File: src/rtl/mac_tx_arbiter_if.sv
// Requester-side and MAC-side AXI-Stream signals of the TX arbiter.
// The slave modport is the arbiter's view, and the master modport is the view of whatever drives it.
interface mac_tx_arbiter_if #(
   parameter int unsigned NUM_REQ = 2
);
   logic [NUM_REQ-1:0]    s_axis_tvalid;
   logic [NUM_REQ-1:0]    s_axis_tready;
   logic [NUM_REQ*64-1:0] s_axis_tdata;
   logic [NUM_REQ*8-1:0]  s_axis_tkeep;
   logic [NUM_REQ-1:0]    s_axis_tlast;
   logic [NUM_REQ-1:0]    s_axis_tuser;

   logic                  tx_axis_tready;
   logic                  tx_axis_tvalid;
   logic [63:0]           tx_axis_tdata;
   logic [7:0]            tx_axis_tkeep;
   logic                  tx_axis_tlast;
   logic                  tx_axis_tuser;

   modport slave (
      input  s_axis_tvalid, s_axis_tdata, s_axis_tkeep, s_axis_tlast, s_axis_tuser,
      input  tx_axis_tready,
      output s_axis_tready,
      output tx_axis_tvalid, tx_axis_tdata, tx_axis_tkeep, tx_axis_tlast, tx_axis_tuser
   );

   modport master (
      output s_axis_tvalid, s_axis_tdata, s_axis_tkeep, s_axis_tlast, s_axis_tuser,
      output tx_axis_tready,
      input  s_axis_tready,
      input  tx_axis_tvalid, tx_axis_tdata, tx_axis_tkeep, tx_axis_tlast, tx_axis_tuser
   );
endinterface

File: src/rtl/mac_tx_arbiter.sv
// Packet-level round-robin arbiter in front of the MAC TX stream, with a per-packet beat watchdog.
// The data path is a zero-latency pass-through of the current grantee.
module mac_tx_arbiter #(
   parameter int unsigned NUM_REQ   = 2,
   parameter int unsigned MAX_BEATS = 190
) (
   input  logic                       gen_clk,
   input  logic                       sys_reset,
   input  logic                       tx_enable,
   mac_tx_arbiter_if.slave            bus,
   output logic [$clog2(NUM_REQ)-1:0] grant_id,
   output logic                       busy,
   output logic [31:0]                pkt_cnt,
   output logic [15:0]                trunc_cnt
);
   localparam int unsigned GW = $clog2(NUM_REQ);
   localparam int unsigned BW = $clog2(MAX_BEATS);

   typedef enum logic [1:0] {StIdle, StXfer, StDrop} state_e;

   state_e             state;
   logic [GW-1:0]      last_grant;
   logic [BW-1:0]      beat_cnt;
   logic [GW-1:0]      pick;
   logic               pick_valid;
   logic               sel_valid;
   logic               sel_last;
   logic               sel_user;
   logic [63:0]        sel_data;
   logic [7:0]         sel_keep;
   logic [NUM_REQ-1:0] rdy;
   logic               in_xfer;
   logic               wd_hit;
   logic               xfer_hs;

   // First valid requester scanning upward from last_grant+1, wrapping at NUM_REQ.
   always_comb begin : arb_pick
      int unsigned idx;
      idx        = 0;
      pick_valid = 1'b0;
      pick       = '0;
      for (int unsigned k = 1; k <= NUM_REQ; k++) begin
         idx = 32'(last_grant) + k;
         if (idx >= NUM_REQ) idx = idx - NUM_REQ;
         if (!pick_valid && bus.s_axis_tvalid[GW'(idx)]) begin
            pick_valid = 1'b1;
            pick       = GW'(idx);
         end
      end
   end

   always_comb begin
      sel_valid = 1'b0;
      sel_last  = 1'b0;
      sel_user  = 1'b0;
      sel_data  = '0;
      sel_keep  = '0;
      for (int i = 0; i < int'(NUM_REQ); i++) begin
         if (grant_id == GW'(i)) begin
            sel_valid = bus.s_axis_tvalid[i];
            sel_last  = bus.s_axis_tlast[i];
            sel_user  = bus.s_axis_tuser[i];
            sel_data  = bus.s_axis_tdata[64*i +: 64];
            sel_keep  = bus.s_axis_tkeep[8*i +: 8];
         end
      end
   end

   assign in_xfer = (state == StXfer);
   assign wd_hit  = (beat_cnt == BW'(MAX_BEATS - 1));
   assign xfer_hs = in_xfer && sel_valid && bus.tx_axis_tready;

   always_comb begin
      rdy = '0;
      for (int i = 0; i < int'(NUM_REQ); i++) begin
         if (grant_id == GW'(i)) begin
            rdy[i] = (in_xfer && bus.tx_axis_tready) || (state == StDrop);
         end
      end
   end

   assign bus.s_axis_tready  = rdy;
   assign bus.tx_axis_tvalid = in_xfer && sel_valid;
   assign bus.tx_axis_tdata  = in_xfer ? sel_data : '0;
   assign bus.tx_axis_tkeep  = in_xfer ? sel_keep : '0;
   // Watchdog beat is forced to end the packet and flagged as errored unless it was already the last.
   assign bus.tx_axis_tlast  = in_xfer && (sel_last || wd_hit);
   assign bus.tx_axis_tuser  = in_xfer && (sel_user || (wd_hit && !sel_last));

   always_ff @(posedge gen_clk or posedge sys_reset) begin
      if (sys_reset) begin
         state      <= StIdle;
         last_grant <= GW'(NUM_REQ - 1);
         grant_id   <= '0;
         beat_cnt   <= '0;
         busy       <= 1'b0;
         pkt_cnt    <= '0;
         trunc_cnt  <= '0;
      end else begin
         unique case (state)
            StIdle: begin
               if (tx_enable && pick_valid) begin
                  grant_id <= pick;
                  beat_cnt <= '0;
                  busy     <= 1'b1;
                  state    <= StXfer;
               end
            end
            StXfer: begin
               if (xfer_hs) begin
                  if (sel_last) begin
                     pkt_cnt    <= pkt_cnt + 32'd1;
                     last_grant <= grant_id;
                     busy       <= 1'b0;
                     state      <= StIdle;
                  end else if (wd_hit) begin
                     pkt_cnt <= pkt_cnt + 32'd1;
                     if (trunc_cnt != 16'hFFFF) trunc_cnt <= trunc_cnt + 16'd1;
                     state <= StDrop;
                  end else begin
                     beat_cnt <= beat_cnt + 1'b1;
                  end
               end
            end
            StDrop: begin
               if (sel_valid && sel_last) begin
                  last_grant <= grant_id;
                  busy       <= 1'b0;
                  state      <= StIdle;
               end
            end
            default: state <= StIdle;
         endcase
      end
   end
endmodule

File: src/flat_wrapper.sv
// flat-port wrapper written by rule: the top's interface ports become plain ports
module mac_tx_arbiter_flat 
#(
   parameter int unsigned NUM_REQ   = 2,
   parameter int unsigned MAX_BEATS = 190
)
  (gen_clk, sys_reset, tx_enable, grant_id, busy, pkt_cnt, trunc_cnt, bus_s_axis_tvalid, bus_s_axis_tdata, bus_s_axis_tkeep, bus_s_axis_tlast, bus_s_axis_tuser, bus_tx_axis_tready, bus_s_axis_tready, bus_tx_axis_tvalid, bus_tx_axis_tdata, bus_tx_axis_tkeep, bus_tx_axis_tlast, bus_tx_axis_tuser);
  mac_tx_arbiter_if #(.NUM_REQ(NUM_REQ)) bus_i ();
  input  logic gen_clk;
  input  logic sys_reset;
  input  logic tx_enable;
  output logic [$clog2(NUM_REQ)-1:0] grant_id;
  output logic busy;
  output logic [31:0] pkt_cnt;
  output logic [15:0] trunc_cnt;
  input wire logic [$bits(bus_i.s_axis_tvalid)-1:0] bus_s_axis_tvalid;
  input wire logic [$bits(bus_i.s_axis_tdata)-1:0] bus_s_axis_tdata;
  input wire logic [$bits(bus_i.s_axis_tkeep)-1:0] bus_s_axis_tkeep;
  input wire logic [$bits(bus_i.s_axis_tlast)-1:0] bus_s_axis_tlast;
  input wire logic [$bits(bus_i.s_axis_tuser)-1:0] bus_s_axis_tuser;
  input wire logic [$bits(bus_i.tx_axis_tready)-1:0] bus_tx_axis_tready;
  output wire logic [$bits(bus_i.s_axis_tready)-1:0] bus_s_axis_tready;
  output wire logic [$bits(bus_i.tx_axis_tvalid)-1:0] bus_tx_axis_tvalid;
  output wire logic [$bits(bus_i.tx_axis_tdata)-1:0] bus_tx_axis_tdata;
  output wire logic [$bits(bus_i.tx_axis_tkeep)-1:0] bus_tx_axis_tkeep;
  output wire logic [$bits(bus_i.tx_axis_tlast)-1:0] bus_tx_axis_tlast;
  output wire logic [$bits(bus_i.tx_axis_tuser)-1:0] bus_tx_axis_tuser;
  assign bus_i.s_axis_tvalid = bus_s_axis_tvalid;
  assign bus_i.s_axis_tdata = bus_s_axis_tdata;
  assign bus_i.s_axis_tkeep = bus_s_axis_tkeep;
  assign bus_i.s_axis_tlast = bus_s_axis_tlast;
  assign bus_i.s_axis_tuser = bus_s_axis_tuser;
  assign bus_i.tx_axis_tready = bus_tx_axis_tready;
  assign bus_s_axis_tready = bus_i.s_axis_tready;
  assign bus_tx_axis_tvalid = bus_i.tx_axis_tvalid;
  assign bus_tx_axis_tdata = bus_i.tx_axis_tdata;
  assign bus_tx_axis_tkeep = bus_i.tx_axis_tkeep;
  assign bus_tx_axis_tlast = bus_i.tx_axis_tlast;
  assign bus_tx_axis_tuser = bus_i.tx_axis_tuser;
  mac_tx_arbiter #(.NUM_REQ(NUM_REQ), .MAX_BEATS(MAX_BEATS)) u_core (.gen_clk(gen_clk), .sys_reset(sys_reset), .tx_enable(tx_enable), .bus(bus_i), .grant_id(grant_id), .busy(busy), .pkt_cnt(pkt_cnt), .trunc_cnt(trunc_cnt));
endmodule
File: config.mk
export PLATFORM = sky130hd
export DESIGN_NAME = mac_tx_arbiter_flat
export DESIGN_NICKNAME = d
export VERILOG_FILES = /design/src/rtl/mac_tx_arbiter_if.sv /design/src/rtl/mac_tx_arbiter.sv /design/src/flat_wrapper.sv
export SDC_FILE = /design/constraint.sdc
export NUM_CORES = 1
export LEC_CHECK = 0
export BUFFER_PORTS_ARGS = -buffer_cell sky130_fd_sc_hd__buf_2
export CORE_AREA = 2 2 110 112
export DETAILED_ROUTE_END_ITERATION = 8
export DIE_AREA = 0 0 112 114
export PLACE_DENSITY = 0.72
export REMOVE_ABC_BUFFERS = 1
export SLEW_MARGIN = 20
export SYNTH_ARGS = -nofsm -noshare
export SYNTH_HDL_FRONTEND = slang
export SYNTH_SLANG_ARGS = --single-unit
File: constraint.sdc
create_clock -name gen_clk -period 3 [get_ports gen_clk]
set_clock_uncertainty 0.05 [all_clocks]
set_input_delay 0.3 -clock gen_clk [delete_from_list [all_inputs] [get_ports gen_clk]]
set_output_delay 0.3 -clock gen_clk [all_outputs]
set_load 0.05 [all_outputs]
==> summary.txt <==
Placement
  – Cell Area, Placed: 0.005886 mm2
  – Port Buffers: 280
  – RD Place Congestion: 0.8639
  – Post-place setup slack: 0.7339 ns
  – HPWL Detailed: 13,150 um

STA
  – F_max: 0.4153 GHz
  – RSZ-0062 raised after global routing: no
  – Fin. Hold Viols: 0
  – Slew HR: 55.03%
  – Worst-margin pin slew: 0.6651 ns
  – Minimum clock period: 2.408 ns
  – Final setup viols: 0
  – Max Slew Vio Count: 0
  – Fin worst setup slack: 0.5919 ns
  – Post-Route Setup TNS: 0 ns
  – Ratio of final minimum period to clock period: 80.27%

Power and ir drop
  – Power share of the clock group: 18.8%
  – Leakage: 3.480 nW
  – Peak supply drop: 885.0 uV
  – Seq pwr share: 16.5%
  – Switching Share: 53.50%
  – Sw Pwr: 3.209 mW
  – Power Density: 962.7 mW/mm2
  – Combinational Power Share: 64.7%
  – Cell internal pwr: 2.789 mW

Detailed routing
  – Detailed Route WL: 16,380 um
  – # DRC: 0
  – Antenna viol nets, final: 0
  – Router iterations before antenna repair: 4
  – WL/cell: 18.42 um
  – Via count: 4,583
  – DR iter-0 viols: 335
  – Vias per inst: 5.155

Setup path
  – Worst Setup Start Kind: flip-flop
  – Crit Path Max Fanout: 60
  – Cell family with most CP delay: buffers and inverters
  – Critical-path top delay cell: buf_4
  – WP data arrival: 2.06 ns
  – WP buf/inv: 3
  – Critical path's largest stage delay: 0.42 ns
  – Crit path kind: reg -> out
  – Critical R2R Launch: u_core.beat_cnt[0]
  – Crit. Startpoint: u_core.state[1]
  – Critical-path cell list: inv_1 -> ha_2 -> buf_4 -> nor2b_1 -> buf_2
  – CP required: 2.65 ns
  – Critical path endpoint category: primary output

Die
  – Die Y: 114 um
  – Std cell rows: 40
  – Core area: 0.01171 mm2
  – Die area: 0.01277 mm2
  – Die width: 112 um
  – I/O pins: 281
  – Initial Util: 37.01%

Clock network
  – CTS clk-pin slew, worst paths: 0.06 ns
  – H-tree depth reported by CTS: 3
  – CTS Root Cell: clkbuf_16
  – TritonCTS clock tree: yes
  – Max Buffers Root-to-Sink: 2
  – TritonCTS buffer count: 9
  – Clock latency on the worst-skew pair: 0.33 ns
  – CTS sink cnt: 61

Yosys
  – Async SR Flop Fraction: 100.0%
  – Most used DFF post-synth: dfrtp_1
  – Post-synthesis sequential area ratio: 35.25%
  – Yosys top cell by area: dfrtp_1
  – Synthesis Warnings: 0
  – Share of the synthesized area in the top cell type: 34.64%
  – Synth area leaders: dfrtp_1 35%, mux2i_1 17%, nor2b_1 11%
  – Post-Synthesis Cells: 458
  – FF+latch count, synth: 61
  – Average size of a mapped cell: 9.463 um2
  – Synth unique cells: 44
  – Mapped Area: 0.004334 mm2
  – Post-synth EDFFs: 0

Min path
  – Worst Hold Class: in -> reg
  – Hold Path Origin: bus_s_axis_tvalid[0]

Outcome
  – Run status: complete, no violations

Global routing
  – Largest net degree at the start of global routing: 75
  – Number of global-route vias before repair: 4,374
  – GRT Util Overall: 24.14%
  – First-pass GRT wire length: 24,070 um
  – Initial antenna violation count: 3
  – Total grt overflow: 0

Flow run
  – MaxCap Viol Count: 0

Final layout
  – Nets: 896
  – Final non-filler cell area: 0.006230 mm2
  – Most common cell after layout, fill and taps aside: buf_2
  – Share of layout cells above drive strength 1: 42.63%
  – Commonest non-fill, non-tap cells in the layout: 280 x buf_2, 74 x mux2i_1, 74 x nor2b_1, 59 x dfrtp_1, 38 x xnor2_1
  – Area Overhead vs Synth: 43.74%
-- final timing paths --
path | slack [ns] | endpoint | cells after the start
worst min-delay path | 0.20 | u_core.grant_id | 2
min in group asynchronous | 0.52 | u_core.state[1] | 3
worst min register to register | 0.43 | u_core.pkt_cnt[31] | 1
max in group asynchronous | 1.71 | u_core.pkt_cnt[17] | 4
worst max-delay path | 0.59 | bus_tx_axis_tdata[26] | 5
worst max register to register | 0.71 | u_core.beat_cnt[5] | 6
-- metal layers --
metal	GRT usage (%)	wire length, um
met1	29.66	6541
met2	42.59	8288
met3	6.376	1222
met4	5.772	325
met5	0	0
-- stage by stage --
stage	total power [mW]	instances	hold slack (ns)	utilization (%)
floorplan	4.091	435	0.3804	-
global placement	4.823	869	0.3301	50.26
detailed placement	4.874	869	0.3458	50.26
CTS	6.016	886	0.1958	53.13
global route	6.254	887	0.2192	53.15
finish	5.998	889	0.2002	53.19
-- flip-flops by register name (all words and copies together) (netlist names) --
name / flops
u_core.state: 2
u_core.trunc_cnt: 16
u_core.last_grant: 1
u_core.pkt_cnt: 32
u_core.grant_id: 1
u_core.busy: 1
u_core.beat_cnt: 8
-- logic make-up (layout without fill, tap and decap cells) --
family	Yosys count	count (layout)	share of synthesized area, %
AND/OR/NAND/NOR	199	199	26.62
buffers and inverters	34	315	3.377
adder cells (fa/ha/maj)	8	8	2.310
multiplexers	78	78	18.13
AO/OA/AOI/OAI	32	32	5.023
other	0	3	0
flip-flops	61	61	35.25
XOR/XNOR	46	46	9.296
-- worst reg2reg max path: cells and delay by family (launching register included) --
family          cells  cell delay (ns)
simple gates        2             0.66
compound gates      3             0.86
flops               1             0.42
fa+ha+maj           1             0.22
-- cell usage after synthesis (all sizes together) (11+ instances only) --
| library cell | count |
|---|---|
| nand4 | 21 |
| and3 | 13 |
| nand2 | 19 |
| nor2 | 15 |
| dfrtp | 60 |
| inv | 11 |
| nand3 | 30 |
| nor2b | 74 |
| xnor2 | 38 |
| clkbuf | 14 |
| mux2i | 74 |
-- power by group through the flow --
stage          registers [mW]  logic, mW  clock network [mW]
2_1_floorplan            1.27       2.82                   0
4_1_cts                 0.988       3.90                1.13
3_3_place_gp            0.990       3.83                   0
6_report                0.990       3.88                1.13
3_5_place_dp            0.999       3.88                   0
5_1_grt                  1.00       4.08                1.18
-- timing repair --
action                                  in CTS  in global routing
buffers inserted                             0                  0
resized for setup                            0                  0
hold buffers                                 1                  0
endpoints found under the setup margin       0                  0
hold endpoints to repair                     6                  0
-- final cells by class --
type                    instances  area [um2]
diodes                          3       7.507
clock buffers                  12       256.5
clock inverters                 4       70.07
fillers                      1093        5482
inverters                      11       41.29
multi-input cells             363        2663
flip-flops and latches         61        1531
well taps                     147       183.9
repair buffers                288        1476
Note: power is estimated with default switching activity, not from simulation.
